File: src/rtl/z80_relbranch_seq_pkg.sv
// Shared encodings for the relative-branch sequencer (DJNZ e, JR e, JR cc,e).
// Holds the instruction-select codes, the M-cycle type codes reported to the
// z80fi checker, and the FSM / read-phase state types.
package z80_relbranch_seq_pkg;

  // M-cycle type codes (CYCLE_NONE is what an idle sequencer reports)
  localparam logic [2:0] CYCLE_NONE     = 3'd0;
  localparam logic [2:0] CYCLE_RDWR_MEM = 3'd1;
  localparam logic [2:0] CYCLE_INTERNAL = 3'd2;
  localparam logic [2:0] CYCLE_EXTENDED = 3'd3;

  // Instruction select
  localparam logic [1:0] RB_OP_JR   = 2'b00;
  localparam logic [1:0] RB_OP_JRCC = 2'b01;
  localparam logic [1:0] RB_OP_DJNZ = 2'b10;
  localparam logic [1:0] RB_OP_ILL  = 2'b11;

  // Length of the internal M-cycle that follows a taken branch
  localparam logic [7:0] INT_T = 8'd5;

  typedef enum logic [1:0] {
    RB_IDLE = 2'd0,
    RB_EXT  = 2'd1,
    RB_RD   = 2'd2,
    RB_INT  = 2'd3
  } rb_state_e;

  // Phase inside the displacement read: T1, then T2 and any waits, then T3
  typedef enum logic [1:0] {
    RD_T1  = 2'd0,
    RD_T2W = 2'd1,
    RD_T3  = 2'd2
  } rd_phase_e;

endpackage

File: src/rtl/z80_relbranch_seq_target.sv
// Branch target adder: pc_out = pc + 2 + (taken ? sign-extended e : 0),
// wrapping modulo 2^ADDR_W. Purely combinational.
// Ports: pc (opcode address), e (displacement byte), taken, pc_out.
module z80_relbranch_target
  import z80_relbranch_seq_pkg::*;
#(
  parameter int unsigned ADDR_W = 16
) (
  input  logic [ADDR_W-1:0] pc,
  input  logic [7:0]        e,
  input  logic              taken,
  output logic [ADDR_W-1:0] pc_out
);

  logic [ADDR_W-1:0] disp;

  assign disp   = taken ? {{(ADDR_W-8){e[7]}}, e} : '0;
  assign pc_out = pc + ADDR_W'(2) + disp;

endmodule

File: src/rtl/z80_relbranch_seq.sv
// Relative-branch sequencer. After the opcode M1 it optionally runs the DJNZ
// M1 extension, reads the displacement byte (with wait states), and runs the
// 5-T internal cycle when the branch is taken. Reports M-cycle type and the
// 1-based T-state index every clock.
// Ports: clk/reset (sync, active-high); start/op/cond/pc_in/cnt_in request;
// mem_req/mem_addr/mem_ack/mem_rdata displacement read; busy/done/illegal
// status; pc_out/cnt_out/cnt_we results; mcycle_type/tcycle trace.
module z80_relbranch_seq
  import z80_relbranch_seq_pkg::*;
#(
  parameter int unsigned CNT_W    = 8,
  parameter int unsigned ADDR_W   = 16,
  parameter int unsigned M1_EXT_T = 1
) (
  input  logic              clk,
  input  logic              reset,
  input  logic              start,
  input  logic [1:0]        op,
  input  logic              cond,
  input  logic [ADDR_W-1:0] pc_in,
  input  logic [CNT_W-1:0]  cnt_in,
  output logic              mem_req,
  output logic [ADDR_W-1:0] mem_addr,
  input  logic              mem_ack,
  input  logic [7:0]        mem_rdata,
  output logic              busy,
  output logic              done,
  output logic              illegal,
  output logic [ADDR_W-1:0] pc_out,
  output logic [CNT_W-1:0]  cnt_out,
  output logic              cnt_we,
  output logic [2:0]        mcycle_type,
  output logic [2:0]        tcycle
);

  localparam logic [7:0] EXT_LAST = 8'(M1_EXT_T);

  rb_state_e         state_q, state_d;
  rd_phase_e         ph_q, ph_d;
  logic [7:0]        tcnt_q, tcnt_d;   // wider than tcycle so long EXT counts work
  logic              is_djnz_q, taken_q;
  logic [ADDR_W-1:0] pc_q, tgt;
  logic              accept, rd_last;

  assign accept  = start && (state_q == RB_IDLE) && (op != RB_OP_ILL);
  assign rd_last = (state_q == RB_RD) && (ph_q == RD_T3);

  z80_relbranch_target #(.ADDR_W(ADDR_W)) u_target (
    .pc     (pc_q),
    .e      (mem_rdata),
    .taken  (taken_q),
    .pc_out (tgt)
  );

  always_comb begin
    state_d = state_q;
    ph_d    = ph_q;
    tcnt_d  = tcnt_q + 8'd1;
    unique case (state_q)
      RB_IDLE: begin
        tcnt_d = 8'd1;
        ph_d   = RD_T1;
        if (accept)
          state_d = (op == RB_OP_DJNZ && M1_EXT_T != 0) ? RB_EXT : RB_RD;
      end
      RB_EXT: begin
        if (tcnt_q == EXT_LAST) begin
          state_d = RB_RD;
          tcnt_d  = 8'd1;
        end
      end
      RB_RD: begin
        unique case (ph_q)
          RD_T1:  ph_d = RD_T2W;
          RD_T2W: if (mem_ack) ph_d = RD_T3;  // end of T2 / each TW
          default: begin
            ph_d    = RD_T1;
            tcnt_d  = 8'd1;
            state_d = taken_q ? RB_INT : RB_IDLE;
          end
        endcase
      end
      default: begin
        if (tcnt_q == INT_T) state_d = RB_IDLE;
      end
    endcase
  end

  assign busy    = (state_q != RB_IDLE);
  assign mem_req = (state_q == RB_RD) && (ph_q != RD_T3);
  assign done    = (rd_last && !taken_q) || (state_q == RB_INT && tcnt_q == INT_T);
  assign cnt_we  = done && is_djnz_q;
  assign tcycle  = busy ? tcnt_q[2:0] : 3'd0;

  always_comb begin
    mcycle_type = CYCLE_NONE;
    unique case (state_q)
      RB_EXT:  mcycle_type = CYCLE_EXTENDED;
      RB_RD:   mcycle_type = CYCLE_RDWR_MEM;
      RB_INT:  mcycle_type = CYCLE_INTERNAL;
      default: mcycle_type = CYCLE_NONE;
    endcase
  end

  always_ff @(posedge clk) begin
    if (reset) begin
      state_q   <= RB_IDLE;
      ph_q      <= RD_T1;
      tcnt_q    <= '0;
      is_djnz_q <= 1'b0;
      taken_q   <= 1'b0;
      pc_q      <= '0;
      mem_addr  <= '0;
      pc_out    <= '0;
      cnt_out   <= '0;
      illegal   <= 1'b0;
    end else begin
      state_q <= state_d;
      ph_q    <= ph_d;
      tcnt_q  <= tcnt_d;
      illegal <= start && (state_q == RB_IDLE) && (op == RB_OP_ILL);
      if (accept) begin
        is_djnz_q <= (op == RB_OP_DJNZ);
        unique case (op)
          RB_OP_JR:   taken_q <= 1'b1;
          RB_OP_JRCC: taken_q <= cond;
          default:    taken_q <= (cnt_in != CNT_W'(1));  // B-1 != 0, 0 wraps
        endcase
        pc_q     <= pc_in;
        mem_addr <= pc_in + ADDR_W'(1);
        // Not-taken target needs no displacement, so it is ready for a
        // done in T3 before the byte is latched.
        pc_out   <= pc_in + ADDR_W'(2);
        cnt_out  <= cnt_in - CNT_W'(1);
      end
      if (rd_last) pc_out <= tgt;
    end
  end

endmodule

File: config.mk
export PLATFORM = sky130hd
export DESIGN_NAME = z80_relbranch_seq
export DESIGN_NICKNAME = d
export VERILOG_FILES = /design/src/rtl/z80_relbranch_seq_pkg.sv /design/src/rtl/z80_relbranch_seq_target.sv /design/src/rtl/z80_relbranch_seq.sv
export SDC_FILE = /design/constraint.sdc
export NUM_CORES = 1
export LEC_CHECK = 0
export ABC_AREA = 1
export BUFFER_PORTS_ARGS = -buffer_cell sky130_fd_sc_hd__buf_2
export CORE_UTILIZATION = 53
export DETAILED_ROUTE_END_ITERATION = 8
export MAX_ROUTING_LAYER = met4
export PLACE_DENSITY = 0.78
export SYNTH_ARGS = -nofsm -noshare
export SYNTH_HDL_FRONTEND = slang
export SYNTH_SLANG_ARGS = --single-unit
File: constraint.sdc
create_clock -name clk -period 6.2 [get_ports clk]
set_input_delay 0.31 -clock clk [delete_from_list [all_inputs] [get_ports clk]]
set_output_delay 0.31 -clock clk [all_outputs]
set_load 0.005 [all_outputs]
==> run summary <==
=================================================================================
Outcome ............................................................ finished clean
Clock Latency Late Sink ............................................       350 ps
Largest fanout on the critical path ................................           12
Setup fix buffers added after clock tree synthesis .................            0
Max-cap violations .................................................            0
Final std cells w/o fill ...........................................          892
Unique cell type count in the Yosys netlist ........................           44
Remaining max-slew budget at the tightest pin ......................        49.6%
Total core area ....................................................  0.00838 mm²
Most frequent cell on the critical path ............................       nor2_1
Max Root-Sink Buffers ..............................................            2
Pin count of the biggest net entering global routing ...............           50
Worst hold path depth ..............................................            2
DRC violation total after the first TritonRoute iteration ..........          264
Clock slew at reported path FFs ....................................        70 ps
Most used standard cells in the synthesized netlist ................ 142 x nand2_1, 95 x inv_1, 89 x nor2_1
Gate family responsible for the most delay along the worst path .... compound AO/OA/AOI/OAI gates
Remaining antenna violation count after routing ....................            0
Biggest area contributors in the synthesized netlist ............... dfxtp_1 30%, nand2_1 11%, ha_1 9.1%, inv_1 7.6%, nor2_1 7.1%
Number of diodes added for antenna fixing ..........................            0
Leakage component of the power .....................................      2.72 nW
Number of buffer and inverter instances along the worst setup path .            1
Period utilisation layout ..........................................        46.2%
Final hold violations ..............................................            0
Cts hold-fix bufs ..................................................            0
Routed WL per cell .................................................      14.1 µm
Pins Over Slew Limit ...............................................            0
Placed cells .......................................................          877
Global-route usage over all layers .................................        29.0%
Unrepaired setup endpoints after global routing ....................        false
Worst r2r dst ......................................................   pc_out[14]
Slew at the pin closest to its max-slew limit ......................       756 ps
IO buf count .......................................................           88
Min-Delay Path Class ............................................... primary input to register
TritonCTS buffer count .............................................            9
Endpoints failing setup ............................................            0
Startpoint of the worst hold path ..................................    cnt_in[0]
Proportion of synthesized chip area in sequential cells ............        30.3%
First-pass GRT wire length .........................................    20,100 µm
Leading cell type by number of instances after synthesis ...........      nand2_1
DIE AREA ...........................................................  0.00924 mm²
Clock tree from TritonCTS ..........................................         done
Overflow left after global routing .................................            0
Synthesized area per cell ..........................................     6.68 µm²
Critical path launch point type ....................................     register
Ordered list of cells on the worst path ............................ nand2_1 > inv_1 > nor2_1 > nor2_1 > ha_1 > a21oi_1 > o21ai_0 > a21oi_1 > a21oi_1 > nor2_1 > nor2_1
Critical path class ................................................ register to register
Nets ...............................................................          857
CP peak stage delay ................................................       660 ps
Worst IR Drop VDD ..................................................     0.153 mV
Kind of end point of the critical path .............................     register
Worst Hold Path EP .................................................   cnt_out[0]
Floorplan die width ................................................      96.2 µm
Peak clock frequency supported by timing ...........................    0.349 GHz
Number of antenna violations at the first check in global routing ..            0
Synthesized area ...................................................  0.00470 mm²
Avg Vias per Cell ..................................................         5.50
Total Neg Setup Slack ..............................................         0 ps
Die Span Y .........................................................      96.2 µm
# resized after CTS ................................................            0
Count of flip-flops with a built-in enable after synthesis .........            0
Crit-path slowest cell .............................................      dfxtp_1
DP HPWL ............................................................      9570 µm
Synthesis Warnings .................................................            0
Cell area power density ............................................   284 mW/mm²
Number of remaining DRC errors .....................................            0
Sinks on Clock Net .................................................           71
Internal reg-to-reg setup slack ....................................      3340 ps
CTS H-tree depth ...................................................            3
Pre-antenna DRT Iters ..............................................            5
I/O Pins ...........................................................           90
R2R depth ..........................................................           11
Min Clock Period, post-route .......................................      2860 ps
Total non-filler cell area in the finished layout ..................  0.00535 mm²
Critical Path AT ...................................................      3100 ps
Synthesized netlist net count ......................................          777
Flop and latch count out of synthesis ..............................           71
Starting Density ...................................................        56.1%
Clock root buffer master ...........................................     clkbuf_8
Required time reported for the critical path endpoint ..............      6440 ps
Synth-to-Final Area Change .........................................        13.8%
Fraction of registers with async set/reset .........................           0%
Number of global-route vias before repair ..........................        4,474
Share of cells above drive strength 1 ..............................        17.4%
Reg-to-Reg Start ...................................................      taken_q
Top FF cell, synth .................................................      dfxtp_1
Top cell type's share of synthesized area ..........................        30.3%
Final setup skew ...................................................      7.38 ps
Synth area leader ..................................................      dfxtp_1
Number of instances in the synthesized netlist .....................          703
Number of placement rows ...........................................           33
Final weighted congestion in routability-driven placement ..........        0.972
Via Count ..........................................................        4,906
WL final ...........................................................    12,600 µm
Placement Cell Area ................................................  0.00518 mm²
=================================================================================
==> worst register-to-register path, cell delays in order (launching register included) <==
cell and delay, ps:
dfxtp_1 660, nand2_1 340, inv_1 270, nor2_1 70, nor2_1 110, ha_1 300
a21oi_1 320, o21ai_0 200, a21oi_1 220, a21oi_1 100, nor2_1 130, nor2_1 50
==> registers in the layout, indices dropped and copies added (netlist names), 2 cells and up <==
name / cells
pc_q: 16
pc_out: 16
cnt_out: 8
state_q: 2
tcnt_q: 8
mem_addr: 16
ph_q: 2
==> where the power goes <==
part / internal, mW / switching [mW] / total (mW)
logic: 0.220 / 0.364 / 0.584
clock network: 0.152 / 0.165 / 0.317
registers: 0.550 / 0.0662 / 0.616
==> area by class of cell <==
type | count | area [µm²]
fill | 810 | 3040
multi-input combinational | 510 | 2790
inverter | 101 | 379
clock inverter | 4 | 22.5
tap | 105 | 131
clock buffer | 11 | 141
sequential | 71 | 1420
timing repair buffer | 90 | 455
==> worst max path at each step <==
| stage | from | end | slack, ps | cells after the start |
|---|---|---|---|---|
| after floorplan | taken_q | pc_out[15] | 3880 | 16 |
| after global placement | taken_q | pc_out[14] | 3570 | 12 |
| after detailed placement | taken_q | pc_out[14] | 3390 | 12 |
| after CTS | taken_q | pc_out[14] | 3390 | 12 |
| after global routing | taken_q | pc_out[14] | 3030 | 12 |
| final | taken_q | pc_out[14] | 3340 | 11 |
==> kinds of logic after synthesis <==
logic type | share of synthesized area [%]
AO/OA/AOI/OAI | 15.6
other | 0.0798
adder cells (fa/ha/maj) | 9.48
XOR/XNOR | 3.17
AND/OR/NAND/NOR | 31.2
flip-flops | 30.3
buffers and inverters | 10.3
==> through the flow <==
step | hold slack [ps] | util, % | setup slack, ps | total power [mW]
2_1_floorplan | 388 | - | 3880 | 1.01
3_3_place_gp | 454 | 61.8 | 3570 | 1.19
3_5_place_dp | 458 | 61.8 | 3390 | 1.20
4_1_cts | 156 | 63.8 | 3390 | 1.52
5_1_grt | 171 | 63.8 | 3030 | 1.63
6_report | 167 | 63.8 | 3340 | 1.52
==> per-layer routing <==
| metal | wire length [µm] | track usage (%) |
|---|---|---|
| met1 | 5550 | 35.9 |
| met2 | 5770 | 46.6 |
| met3 | 940 | 5.29 |
| met4 | 347 | 11.4 |
| met5 | 0 | - |
==> cells in the final DEF (no fill, tap or decap), types with 2 or more instances in the layout <==
master / n
nand3_1: 47
or2_2: 5
clkbuf_8: 10
buf_2: 88
dfxtp_1: 71
nand3b_1: 5
inv_2: 6
inv_1: 95
nor2_4: 5
nand2_4: 2
xnor2_1: 2
o21ai_0: 40
a211oi_1: 7
a21oi_1: 47
a31oi_1: 12
clkinv_2: 3
nor3b_1: 2
nor3_1: 6
nand4_1: 12
xor2_1: 15
nand2_2: 8
nor2_1: 89
ha_1: 34
o21ai_1: 3
nand2_1: 142
buf_4: 2
o21bai_1: 3
nor2_2: 3
o211ai_1: 6
No activity file was read; power rests on OpenSTA's default activity.
